<file path="src/rtl/if_id_skid_if.sv">
// IF/ID handshake bundle: fetch-side push channel, decode-side pop channel,
// flush request and occupancy readback.
interface if_id_skid_if #(
    parameter int DATA_W = 32,
    parameter int ADDR_W = 32
);
    logic              in_valid;
    logic              in_ready;
    logic [ADDR_W-1:0] in_pc;
    logic [DATA_W-1:0] in_instr;
    logic              flush;
    logic              out_valid;
    logic              out_ready;
    logic [ADDR_W-1:0] out_pc;
    logic [DATA_W-1:0] out_instr;
    logic [1:0]        occupancy;

    // Environment side: drives fetches, flush and the ID stall.
    modport master (
        output in_valid, in_pc, in_instr, flush, out_ready,
        input  in_ready, out_valid, out_pc, out_instr, occupancy
    );

    // Pipeline register side.
    modport slave (
        input  in_valid, in_pc, in_instr, flush, out_ready,
        output in_ready, out_valid, out_pc, out_instr, occupancy
    );
endinterface

</file>
<file path="src/rtl/if_id_skid.sv">
// IF/ID pipeline register built as a 2-entry skid buffer. The head register
// (main) drives ID directly; the skid register absorbs the one extra fetch
// that arrives while ID stalls, so the stall never reaches IF combinationally.
// A flush empties both entries and drops any fetch accepted in that cycle.
module if_id_skid #(
    parameter int DATA_W = 32,
    parameter int ADDR_W = 32
) (
    input  logic           clock,
    input  logic           reset,
    if_id_skid_if.slave    bus
);
    // Encoding equals the number of entries held, so occupancy is the state.
    typedef enum logic [1:0] {
        EMPTY = 2'd0,
        ONE   = 2'd1,
        TWO   = 2'd2
    } state_t;

    state_t            state_r;
    state_t            state_s;
    logic [ADDR_W-1:0] main_pc_r;
    logic [ADDR_W-1:0] main_pc_s;
    logic [DATA_W-1:0] main_instr_r;
    logic [DATA_W-1:0] main_instr_s;
    logic [ADDR_W-1:0] skid_pc_r;
    logic [ADDR_W-1:0] skid_pc_s;
    logic [DATA_W-1:0] skid_instr_r;
    logic [DATA_W-1:0] skid_instr_s;
    logic              in_fire_s;
    logic              out_fire_s;

    // Handshake outputs come straight from registers; main is kept zero while
    // empty so ID sees a NOP bubble without any output muxing.
    assign bus.in_ready  = (state_r != TWO);
    assign bus.out_valid = (state_r != EMPTY);
    assign bus.out_pc    = main_pc_r;
    assign bus.out_instr = main_instr_r;
    assign bus.occupancy = state_r;

    assign in_fire_s  = bus.in_valid & (state_r != TWO);
    assign out_fire_s = bus.out_ready & (state_r != EMPTY);

    // Next-state and storage update; flush overrides every other transition.
    always_comb begin
        state_s      = state_r;
        main_pc_s    = main_pc_r;
        main_instr_s = main_instr_r;
        skid_pc_s    = skid_pc_r;
        skid_instr_s = skid_instr_r;
        if (bus.flush) begin
            state_s      = EMPTY;
            main_pc_s    = {ADDR_W{1'b0}};
            main_instr_s = {DATA_W{1'b0}};
            skid_pc_s    = {ADDR_W{1'b0}};
            skid_instr_s = {DATA_W{1'b0}};
        end else begin
            case (state_r)
                EMPTY: begin
                    if (in_fire_s) begin
                        state_s      = ONE;
                        main_pc_s    = bus.in_pc;
                        main_instr_s = bus.in_instr;
                    end else begin
                        state_s = EMPTY;
                    end
                end
                ONE: begin
                    if (in_fire_s && !out_fire_s) begin
                        state_s      = TWO;
                        skid_pc_s    = bus.in_pc;
                        skid_instr_s = bus.in_instr;
                    end else if (out_fire_s && !in_fire_s) begin
                        state_s      = EMPTY;
                        main_pc_s    = {ADDR_W{1'b0}};
                        main_instr_s = {DATA_W{1'b0}};
                    end else if (in_fire_s && out_fire_s) begin
                        state_s      = ONE;
                        main_pc_s    = bus.in_pc;
                        main_instr_s = bus.in_instr;
                    end else begin
                        state_s = ONE;
                    end
                end
                TWO: begin
                    if (out_fire_s) begin
                        state_s      = ONE;
                        main_pc_s    = skid_pc_r;
                        main_instr_s = skid_instr_r;
                        skid_pc_s    = {ADDR_W{1'b0}};
                        skid_instr_s = {DATA_W{1'b0}};
                    end else begin
                        state_s = TWO;
                    end
                end
                default: begin
                    state_s      = EMPTY;
                    main_pc_s    = {ADDR_W{1'b0}};
                    main_instr_s = {DATA_W{1'b0}};
                    skid_pc_s    = {ADDR_W{1'b0}};
                    skid_instr_s = {DATA_W{1'b0}};
                end
            endcase
        end
    end

    // State and entry registers with asynchronous active-low clear.
    always_ff @(posedge clock or negedge reset) begin
        if (!reset) begin
            state_r      <= EMPTY;
            main_pc_r    <= {ADDR_W{1'b0}};
            main_instr_r <= {DATA_W{1'b0}};
            skid_pc_r    <= {ADDR_W{1'b0}};
            skid_instr_r <= {DATA_W{1'b0}};
        end else begin
            state_r      <= state_s;
            main_pc_r    <= main_pc_s;
            main_instr_r <= main_instr_s;
            skid_pc_r    <= skid_pc_s;
            skid_instr_r <= skid_instr_s;
        end
    end
endmodule

</file>
<file path="src/flat_wrapper.sv">
// flat-port wrapper written by rule: the top's interface ports become plain ports
module if_id_skid_flat 
#(
    parameter int DATA_W = 32,
    parameter int ADDR_W = 32
)
  (clock, reset, bus_in_valid, bus_in_pc, bus_in_instr, bus_flush, bus_out_ready, bus_in_ready, bus_out_valid, bus_out_pc, bus_out_instr, bus_occupancy);
  if_id_skid_if #(.DATA_W(DATA_W), .ADDR_W(ADDR_W)) bus_i ();
  input  logic clock;
  input  logic reset;
  input wire logic [$bits(bus_i.in_valid)-1:0] bus_in_valid;
  input wire logic [$bits(bus_i.in_pc)-1:0] bus_in_pc;
  input wire logic [$bits(bus_i.in_instr)-1:0] bus_in_instr;
  input wire logic [$bits(bus_i.flush)-1:0] bus_flush;
  input wire logic [$bits(bus_i.out_ready)-1:0] bus_out_ready;
  output wire logic [$bits(bus_i.in_ready)-1:0] bus_in_ready;
  output wire logic [$bits(bus_i.out_valid)-1:0] bus_out_valid;
  output wire logic [$bits(bus_i.out_pc)-1:0] bus_out_pc;
  output wire logic [$bits(bus_i.out_instr)-1:0] bus_out_instr;
  output wire logic [$bits(bus_i.occupancy)-1:0] bus_occupancy;
  assign bus_i.in_valid = bus_in_valid;
  assign bus_i.in_pc = bus_in_pc;
  assign bus_i.in_instr = bus_in_instr;
  assign bus_i.flush = bus_flush;
  assign bus_i.out_ready = bus_out_ready;
  assign bus_in_ready = bus_i.in_ready;
  assign bus_out_valid = bus_i.out_valid;
  assign bus_out_pc = bus_i.out_pc;
  assign bus_out_instr = bus_i.out_instr;
  assign bus_occupancy = bus_i.occupancy;
  if_id_skid #(.DATA_W(DATA_W), .ADDR_W(ADDR_W)) u_core (.clock(clock), .reset(reset), .bus(bus_i));
endmodule
</file>
<file path="config.mk">
export PLATFORM = sky130hd
export DESIGN_NAME = if_id_skid_flat
export DESIGN_NICKNAME = d
export VERILOG_FILES = /design/src/rtl/if_id_skid_if.sv /design/src/rtl/if_id_skid.sv /design/src/flat_wrapper.sv
export SDC_FILE = /design/constraint.sdc
export NUM_CORES = 1
export LEC_CHECK = 0
export BUFFER_PORTS_ARGS = -buffer_cell sky130_fd_sc_hd__buf_2
export CAP_MARGIN = 20
export CORE_ASPECT_RATIO = 1.4
export CORE_MARGIN = 2
export CORE_UTILIZATION = 60
export CTS_BUF_LIST = sky130_fd_sc_hd__clkbuf_16
export CTS_CLUSTER_DIAMETER = 200
export CTS_CLUSTER_SIZE = 40
export DETAILED_ROUTE_END_ITERATION = 16
export PLACE_DENSITY = 0.86
export SLEW_MARGIN = 20
export SYNTH_ARGS = -nofsm -noshare
export SYNTH_HDL_FRONTEND = slang
export SYNTH_SLANG_ARGS = --single-unit
export TNS_END_PERCENT = 10
</file>
<file path="constraint.sdc">
create_clock -name clock -period 3.6 [get_ports clock]
set_clock_uncertainty 0.2 [all_clocks]
set_input_delay 0.18 -clock clock [delete_from_list [all_inputs] [get_ports clock]]
set_output_delay 0.18 -clock clock [all_outputs]
set_load 0.02 [all_outputs]
</file>
==> results of run 1 <==
[critical path, cell delays in order (launching register included)]
cell and delay [ns]:
dfrtp_2 0.64, nor2b_2 0.31, nor2b_4 0.82, buf_4 0.37, nand2_1 0.09, mux2i_1 0.18
[layout by cell type (no fill, tap or decap), types with 2 or more instances in the layout]
cell	n
buf_2	135
mux2i_1	129
dfrtp_1	128
dlygate4sd3_1	68
inv_1	67
nand2_1	65
o2bb2ai_1	64
a22o_1	64
clkbuf_16	17
buf_4	14
clkinv_2	4
nor2_1	3
clkinv_1	3
o22a_1	2
[stage by stage]
step	area [µm²]	hold WS, ns	std cells
3_3_place_gp	7310	0.218	827
6_report	8500	0.102	924
3_5_place_dp	7310	0.232	827
4_1_cts	8490	0.0882	924
5_1_grt	8500	0.168	924
2_1_floorplan	6650	-0.316	585
[power by group through the flow]
stage / combinational, mW / clock, mW / sequential, mW
after floorplan: 0.359 / 0 / 1.74
after global placement: 0.640 / 0 / 1.66
after detailed placement: 0.662 / 0 / 1.67
after CTS: 0.722 / 1.52 / 1.64
after global routing: 0.784 / 1.59 / 1.66
final: 0.726 / 1.51 / 1.65
[worst max-delay path by stage]
stage,to,from,slack (ns)
floorplan,u_core.bus.out_instr[0],u_core.bus.occupancy[1],1.76
global placement,u_core.skid_pc_r[11],u_core.bus.occupancy[0],1.04
detailed placement,u_core.skid_instr_r[31],u_core.bus.occupancy[0],0.97
CTS,u_core.skid_instr_r[31],u_core.bus.occupancy[0],0.95
global route,u_core.skid_instr_r[29],u_core.bus.occupancy[0],0.73
finish,u_core.skid_instr_r[29],u_core.bus.occupancy[0],0.89
[flip-flops by register name (all words and copies together) (netlist names)]
register              count
u_core.bus.out_instr     32
u_core.bus.out_pc        32
u_core.skid_instr_r      32
u_core.bus.occupancy      2
u_core.skid_pc_r         32
[metal layers]
metal	vias up	track usage, %
met4	0	9.60
li1	2449	-
met5	-	0
met2	211	51.9
met3	28	6.97
met1	2632	36.1
[synth_stat cells, drive strengths merged]
cell type / count
dfrtp: 130
mux2i: 129
a22o: 65
inv: 65
nand2: 65
o2bb2ai: 64
buf: 38
clkbuf: 12
nor2: 5
nor2b: 3
a21oi: 2
o22a: 2
a21boi: 1
a2bb2oi: 1
nand2b: 1
nor3b: 1
or2: 1
[layout make-up]
| type | count | area, µm² |
|---|---|---|
| Multi-Input combinational cell | 340 | 2820 |
| Timing Repair Buffer | 219 | 1490 |
| Clock buffer | 17 | 425 |
| Tap cell | 141 | 176 |
| Sequential cell | 130 | 3260 |
| Inverter | 65 | 244 |
| Fill cell | 688 | 2310 |
| Clock inverter | 12 | 80.1 |
[logic make-up after synthesis]
kind of cell	after synthesis
compound gates	135
buf+inv	115
mux	129
flops	130
simple gates	76
==> reports/results.ini, run 1 <==
[timing]
finalSetupViolations=0
hold_violations=0
tightest_slew_ns=0.952
tns_ns=0
finalCriticalPeriod_ns=2.71
slew_viol_final=0
period_share_pct=75.2
relSlewSlack_pct=36.4
setup_ws_ns=0.894
rsz0062_at_grt=false
clock.fmax_mhz=370

[power]
combPwrFrac_pct=18.7
intPower_mw=2.79
p_seq_share_pct=42.4
report.power.total_mw=3.88
switchingPower_mw=1.09
p_leak_nw=4.01
vdd_ir_drop_max_uv=363
clockPowerShare_pct=38.9
power.density_mw_per_mm2=457
netSwitchingFraction_pct=28.1

[logic_synthesis]
ys_types=24
synth-compound-area-share_pct=17.9
synth_seq_area_share_pct=48.9
synth_fa_ha_area_share_pct=0
muxShareOfSynthArea_pct=19.4
synthXorXnorAreaFrac_pct=0
synth_top_area_share_pct=48.9
synth_area_mm2=0.00665
synth_area_leaders=dfrtp_1 49%, mux2i_1 19%, a22o_1 8.6%, o2bb2ai_1 8.4%, nand2_1 3.7%
syn_area_per_cell_um2=11.4
yosys_warnings=0
synth_area_leader_cell=dfrtp_1
synth_top_family_by_area=multiplexers
syn_inst=585
ys_ff_latch=130
yosys.area_share.simple_pct=4.93
synth_nets=654

[grt]
grt_max_degree=82
grt_pass1_wl_um=27900
grt_use_total_pct=29.6
antenna_found_initial=0
grt_pass1_vias=5609
grt-ovfl-total=0

[critical_path]
crit_arrival_ns=2.83
start_kind=register
required_ns=3.72
critPathKind=reg2reg
r2r_setup_slack_ns=0.89
end_kind=register
cp_max_fo=37
r2r_cells=5
r2r-start=u_core.bus.occupancy[0]
r2r-end=u_core.skid_instr_r[29]

[clock_network]
post_cts_buffers=0
cts_root_buf=clkbuf_16
postCtsHoldBufs=68
clk_pin_slew_ns=0.05
htree_levels=4
clock_tree.buffer_depth=2
cts_tree=done
worstSkewPairLatency_ns=0.41
numCtsBuffers=17
cts_resized=0
numClockSinks=130

[route]
ant_nets=0
vias_per_cell=5.76
met3WireLength_um=962
dr.pass1.iters=6
avgRoutedWirePerCell_um=18.2
drcViolationCount=0
routed_wl_um=16800
dr_total_vias=5320
wl_met2_um=8860
drt-met1-wl_um=6730
top_layer_used=met4
drtIter0Drc=369

[final_layout]
syn_to_final_growth_pct=27.8
finish.utilization_pct=78.6
nets=842
layout-drive-gt1-share_pct=23.5
diodes=0

[die]
die_h_um=129
dieArea_mm2=0.0120
rows=45
die_w_um=93.0
num_io_pins=137
initial_core_util_pct=61.5
core_area_mm2=0.0108

[min_path]
min_from=bus_out_ready
hp-class=in2reg
hold-path-cell-count=4
whs_endpoint=u_core.bus.occupancy[0]

[placed_design]
pre_cts_slack_ns=0.966
dp_hpwl_um=9890
port_buffers=136
place_congestion=0.779

[run_status]
status=finished clean

[flow_run]
drv_cap=0

Power figures use the tool's default switching activity.
==> run 2: changes to the inputs <==
--- a/config.mk
+++ b/config.mk
@@ -9,12 +9,12 @@
 export CAP_MARGIN = 20
 export CORE_ASPECT_RATIO = 1.4
 export CORE_MARGIN = 2
-export CORE_UTILIZATION = 60
+export CORE_UTILIZATION = 55
 export CTS_BUF_LIST = sky130_fd_sc_hd__clkbuf_16
 export CTS_CLUSTER_DIAMETER = 200
 export CTS_CLUSTER_SIZE = 40
 export DETAILED_ROUTE_END_ITERATION = 16
-export PLACE_DENSITY = 0.86
+export PLACE_DENSITY = 0.8
 export SLEW_MARGIN = 20
 export SYNTH_ARGS = -nofsm -noshare
 export SYNTH_HDL_FRONTEND = slang
==> constraint.sdc (replaced) <==
create_clock -name clock -period 2.6 [get_ports clock]
set_clock_uncertainty 0.2 [all_clocks]
set_input_delay 0.13 -clock clock [delete_from_list [all_inputs] [get_ports clock]]
set_output_delay 0.13 -clock clock [all_outputs]
set_load 0.02 [all_outputs]
==> run 2 against run 1 <==
Compared with the run above:
- register-to-register slack got worse by 0.50 ns
- core utilization fell by 5.8 points
- global-route usage fell by 3.1 points
- combinational power rose by 40%
- highest routed layer unchanged
==> reports/results.ini, run 2 (synthesized netlist as in run 1, its figures left out) <==
[grt]
grt_pass1_wl_um=27900  ; about the same
grt_use_total_pct=26.5  ; -3.1 points
antenna_found_initial=0  ; unchanged
grt_max_degree=87  ; +6.1%
met3_usage_pct=5.52  ; -1.4 points
top_usage_layer=met2
grt-ovfl-total=0  ; unchanged
globalRouteMet2Util_pct=46.5  ; -5.4 points
grt_use_met1_pct=31.7  ; -4.4 points
grt_pass1_vias=5666  ; +1.0%

[route]
ant_nets=0  ; unchanged
dr_total_vias=5364  ; +0.83%
drcViolationCount=0  ; unchanged
vias_per_cell=5.74  ; -0.25%
avgRoutedWirePerCell_um=18.1  ; -0.33%
dr.pass1.iters=6  ; unchanged
drtIter0Drc=298  ; -19%
routed_wl_um=16900  ; +0.75%

[critical_path]
worst-path-buf-inv=2  ; +1
critPathKind=reg2reg
r2r-start=u_core.bus.occupancy[0]
r2r_setup_slack_ns=0.39  ; -0.50 ns
path_cells=buf_4 -> nand2b_1 -> a21boi_1 -> dlygate4sd3_1
start_kind=register
slowest_delay_ns=0.62  ; -0.20 ns
critPathTopFamily=buffers and inverters
crit_slowest_cell=dfrtp_2
cp_max_fo=38  ; +2.7%
crit_arrival_ns=2.30  ; -0.53 ns
r2r_cells=4  ; -1
crit_end=u_core.bus.occupancy[1]
r2r-end=u_core.bus.occupancy[1]
end_kind=register
worst-path-stages=4  ; -1
startpoint=u_core.bus.occupancy[0]
required_ns=2.69  ; -1.03 ns

[power]
power.density_mw_per_mm2=651  ; +42%
combPwrFrac_pct=18.2  ; -0.5 points
vdd_ir_drop_max_uv=503  ; +38%
intPower_mw=4.01  ; +44%
p_leak_nw=4.04  ; +0.68%
netSwitchingFraction_pct=28.4  ; +0.37 points
p_seq_share_pct=40.7  ; -1.7 points
clockPowerShare_pct=41.1  ; +2.2 points
switchingPower_mw=1.59  ; +46%

[final_layout]
final_cell_mix=135 x buf_2, 129 x mux2i_1, 128 x dfrtp_1, 68 x dlygate4sd3_1, 65 x nand2_1
nets=843  ; +0.12%
ff_latch_area_mm2=0.00326  ; unchanged
syn_to_final_growth_pct=29.4
finish.utilization_pct=72.8  ; -5.8 points
fillerInstances=801  ; +16%
layout-drive-gt1-share_pct=24.3  ; +0.77 points
layout_commonest_cell=buf_2
diodes=0  ; unchanged
multi_input_area_mm2=0.00282  ; unchanged
finalNonFillerCells=934  ; +1.1%

[die]
die_h_um=134  ; +4.3%
initial_core_util_pct=56.3  ; -5.3 points
dieArea_mm2=0.0130  ; +8.7%
num_io_pins=137  ; unchanged
rows=47  ; +4.4%
die_w_um=96.9  ; +4.3%
core_area_mm2=0.0118  ; +9.3%

[timing]
rsz0062_at_grt=false
hold_violations=0  ; unchanged
setup_ws_ns=0.392  ; -0.502 ns
period_share_pct=84.9  ; +9.8 points
slew_viol_final=0  ; unchanged
hold_ws_ns=0.0485  ; -0.0530 ns
tightest_slew_ns=0.626  ; -0.326 ns
finalSetupViolations=0  ; unchanged
tns_ns=0  ; unchanged
finalCriticalPeriod_ns=2.21  ; -0.498 ns
relSlewSlack_pct=58.3  ; +22 points
clock.fmax_mhz=453  ; +23%

[clock_network]
clk_pin_slew_ns=0.05  ; about the same
numCtsBuffers=17  ; unchanged
cts_tree=done
worstSkewPairLatency_ns=0.42  ; about the same
clock_tree.buffer_depth=2  ; unchanged
numClockSinks=130  ; unchanged
htree_levels=4  ; unchanged
cts_root_buf=clkbuf_16

[run_status]
status=finished clean

[placed_design]
dp_hpwl_um=10300  ; +3.8%
pre_cts_slack_ns=0.501  ; -0.465 ns
port_buffers=136  ; unchanged
dp.cells=834  ; +0.85%
place_congestion=0.801  ; +2.9%

[min_path]
hp-class=in2reg

[flow_run]
drv_cap=0  ; unchanged

## run 2: changes by cell type in the layout (fill, tap and decap cells not counted)
cell        delta
bufinv_16      +1
clkinv_4       +4
buf_6          -1
clkinv_2       -1
buf_4          -1
clkinvlp_4     +2
inv_1          -3
buf_12         +3
## run 2: worst register-to-register path: stages, from the launching register on
cell	delay, ns
dfrtp_2	0.62
buf_4	0.47
nand2b_1	0.19
a21boi_1	0.07
dlygate4sd3_1	0.55
## run 2: timing repair
item                                    CTS  global route
endpoints found under the setup margin    0             0
buffers inserted                          0             0
hold buffers                             68             0
endpoints found under the hold margin   260             0
resized for setup                         0             0
## run 2: cell type report
class | instances | area share [%]
tap | 147 | 2.14
clock buffer | 17 | 4.94
multi-input combinational | 340 | 32.7
timing repair buffer | 220 | 17.8
sequential | 130 | 37.8
clock inverter | 15 | 1.67
inverter | 65 | 2.83
## run 2: stage by stage
| stage | power (mW) | area (µm²) |
|---|---|---|
| detailed placement | 3.24 | 7360 |
| CTS | 5.62 | 8610 |
| global route | 5.80 | 8610 |
| global placement | 3.21 | 7360 |
| finish | 5.61 | 8610 |
| floorplan | 2.91 | 6650 |
## run 2: worst min-delay path by stage
| stage | start | end | cells after the start |
|---|---|---|---|
| 3_3_place_gp | reset | u_core.bus.out_instr[20] | 2 |
| 4_1_cts | bus_out_ready | u_core.bus.occupancy[0] | 4 |
| 2_1_floorplan | reset | u_core.bus.occupancy[0] | 0 |
| 6_report | bus_out_ready | u_core.bus.occupancy[0] | 4 |
| 5_1_grt | bus_out_ready | u_core.bus.occupancy[0] | 4 |
| 3_5_place_dp | reset | u_core.bus.out_instr[15] | 2 |
## run 2: power by group through the flow
stage | clock, mW | sequential [mW] | combinational, mW
floorplan | 0 | 2.41 | 0.498
global placement | 0 | 2.30 | 0.902
detailed placement | 0 | 2.31 | 0.936
CTS | 2.33 | 2.28 | 1.02
global route | 2.41 | 2.30 | 1.10
finish | 2.30 | 2.28 | 1.02
## run 2: per-layer routing
| metal | vias to the layer above | wire, µm |
|---|---|---|
| met5 | - | 0 |
| met4 | 0 | 470 |
| met3 | 37 | 862 |
| met2 | 203 | 8670 |
| met1 | 2663 | 6930 |
| li1 | 2461 | - |
==> run 3: changes to the inputs <==
==> constraint.sdc (replaced) <==
create_clock -name clock -period 2.2 [get_ports clock]
set_clock_uncertainty 0.2 [all_clocks]
set_input_delay 0.11 -clock clock [delete_from_list [all_inputs] [get_ports clock]]
set_output_delay 0.11 -clock clock [all_outputs]
set_load 0.02 [all_outputs]
==> run 3 against run 2 <==
Compared with the run above:
- global-route usage increased by 0.52 points
- cell area about the same
- register-to-register slack got worse by 0.29 ns
- sequential share of layout area about the same
- power increased by 16%
- count of clock-buffer cells in the layout unchanged
- flip-flop and latch count unchanged
- critical path depth increased by 1
- core utilization about the same
- largest power group is now sequential cells
- highest routed layer unchanged
==> reports/results.ini, run 3 (synthesized netlist as in run 1, its figures left out) <==
[run_status]
status=finished clean

[die]
die_h_um=134  ; unchanged
initial_core_util_pct=56.3  ; unchanged
dieArea_mm2=0.0130  ; unchanged
core_area_mm2=0.0118  ; unchanged
num_io_pins=137  ; unchanged
die_w_um=96.9  ; unchanged
rows=47  ; unchanged

[power]
power.density_mw_per_mm2=753  ; +16%
p_leak_nw=4.05  ; +0.30%
vdd_ir_drop_max_uv=731  ; +45%

[route]
drtIter0Drc=359  ; +20%
vias_per_cell=5.76  ; +0.28%
avgRoutedWirePerCell_um=18.4  ; +1.3%
dr_total_vias=5385  ; +0.39%
ant_nets=0  ; unchanged
routed_wl_um=17200  ; +1.4%
dr.pass1.iters=5  ; -1
drcViolationCount=0  ; unchanged

[final_layout]
syn_to_final_growth_pct=29.4  ; about the same
finish.utilization_pct=72.8  ; about the same
nets=846  ; +0.36%
diodes=0  ; unchanged
final_cell_mix=136 x buf_2, 129 x mux2i_1, 128 x dfrtp_1, 68 x dlygate4sd3_1, 66 x inv_1
layout_commonest_cell=buf_2
layout-drive-gt1-share_pct=23.6  ; -0.67 points

[critical_path]
required_ns=2.34  ; -0.35 ns
end_kind=register
crit_arrival_ns=2.24  ; -0.06 ns
start_kind=register
critPathKind=reg2reg
cp_max_fo=34  ; -11%

[timing]
hold_ws_ns=0.0371  ; -0.0114 ns
relSlewSlack_pct=43.8  ; -14 points
slew_viol_final=0  ; unchanged
finalSetupViolations=0  ; unchanged
hold_violations=0  ; unchanged
period_share_pct=95.2  ; +10 points
clock.fmax_mhz=478  ; +5.5%
rsz0062_at_grt=false
finalCriticalPeriod_ns=2.09  ; -0.115 ns
tightest_slew_ns=0.842  ; +0.216 ns

[clock_network]
clk_pin_slew_ns=0.06  ; about the same
htree_levels=4  ; unchanged
numClockSinks=130  ; unchanged
clock_tree.buffer_depth=2  ; unchanged
numCtsBuffers=17  ; unchanged
worstSkewPairLatency_ns=0.41  ; about the same
cts_tree=done
cts_root_buf=clkbuf_16

[grt]
grt_max_degree=68  ; -22%
grt_pass1_vias=5761  ; +1.7%
grt_use_total_pct=27.1  ; +0.52 points
grt_pass1_wl_um=28200  ; +1.3%
antenna_found_initial=0  ; unchanged
grt-ovfl-total=0  ; unchanged

[min_path]
hp-class=in2reg

[flow_run]
drv_cap=0  ; unchanged

[placed_design]
port_buffers=136  ; unchanged
dp_hpwl_um=10100  ; -1.3%
place_congestion=0.787  ; -1.7%

## run 3: final cells by class
cell class / count / area, µm²
Clock buffer: 17 / 425
Clock inverter: 13 / 104
Fill cell: 807 / 3210
Inverter: 65 / 244
Multi-Input combinational cell: 341 / 2830
Sequential cell: 130 / 3260
Tap cell: 147 / 184
Timing Repair Buffer: 222 / 1570
## run 3: timing repair
item                                    4_1_cts  5_1_grt
gates resized for setup                       1        1
endpoints found under the setup margin       35        1
buffers inserted                              0        0
cloned                                        1        0
hold endpoints to repair                    260        0
pin swaps                                     1        0
hold buffers                                 69        0
## run 3: power breakdown
group	internal [mW]	switching, mW
Clock	1.61	0.961
Combinational	0.518	0.708
Sequential	2.58	0.112
Total	4.70	1.78
## run 3: worst paths after layout
check / start / endpoint / slack (ns) / cells past startpoint
hold reg to reg: u_core.bus.out_pc[26] / u_core.bus.out_pc[26] / 0.30 / 1
setup reg to reg: u_core.bus.occupancy[1] / u_core.bus.out_instr[1] / 0.11 / 5
min in group asynchronous: reset / u_core.bus.occupancy[1] / 0.08 / 3
max in group asynchronous: reset / u_core.skid_pc_r[24] / 1.24 / 3
hold / removal: bus_out_ready / u_core.bus.occupancy[0] / 0.04 / 4
setup / recovery: u_core.bus.occupancy[1] / u_core.bus.out_instr[1] / 0.11 / 5
## run 3: worst max-delay path, cell delays in order (launching register included)
cell and delay [ns]:
dfrtp_4 0.50, mux2i_1 0.18, a2bb2oi_2 0.20, nor2_4 0.48, buf_12 0.27, a22o_1 0.17
## run 3: stage by stage
step	std cells	instance area (µm²)	power, mW	worst slack (ns)	TNS, ns
6_report	935	8610	6.48	0.107	0
2_1_floorplan	585	6650	3.44	0.364	0
3_3_place_gp	835	7380	3.79	0.0482	0
3_5_place_dp	835	7380	3.84	-0.0155	-0.0396
5_1_grt	935	8610	6.74	0.0354	0
4_1_cts	935	8610	6.51	0.0522	0
## run 3: layer usage
layer / up-vias / GRT usage [%] / share of wire [%]
li1: 2461 / - / -
met1: 2705 / 33.2 / 41
met2: 191 / 46.2 / 52
met3: 28 / 6.31 / 5.4
met4: 0 / 11.1 / 2.2
met5: - / 0 / 0
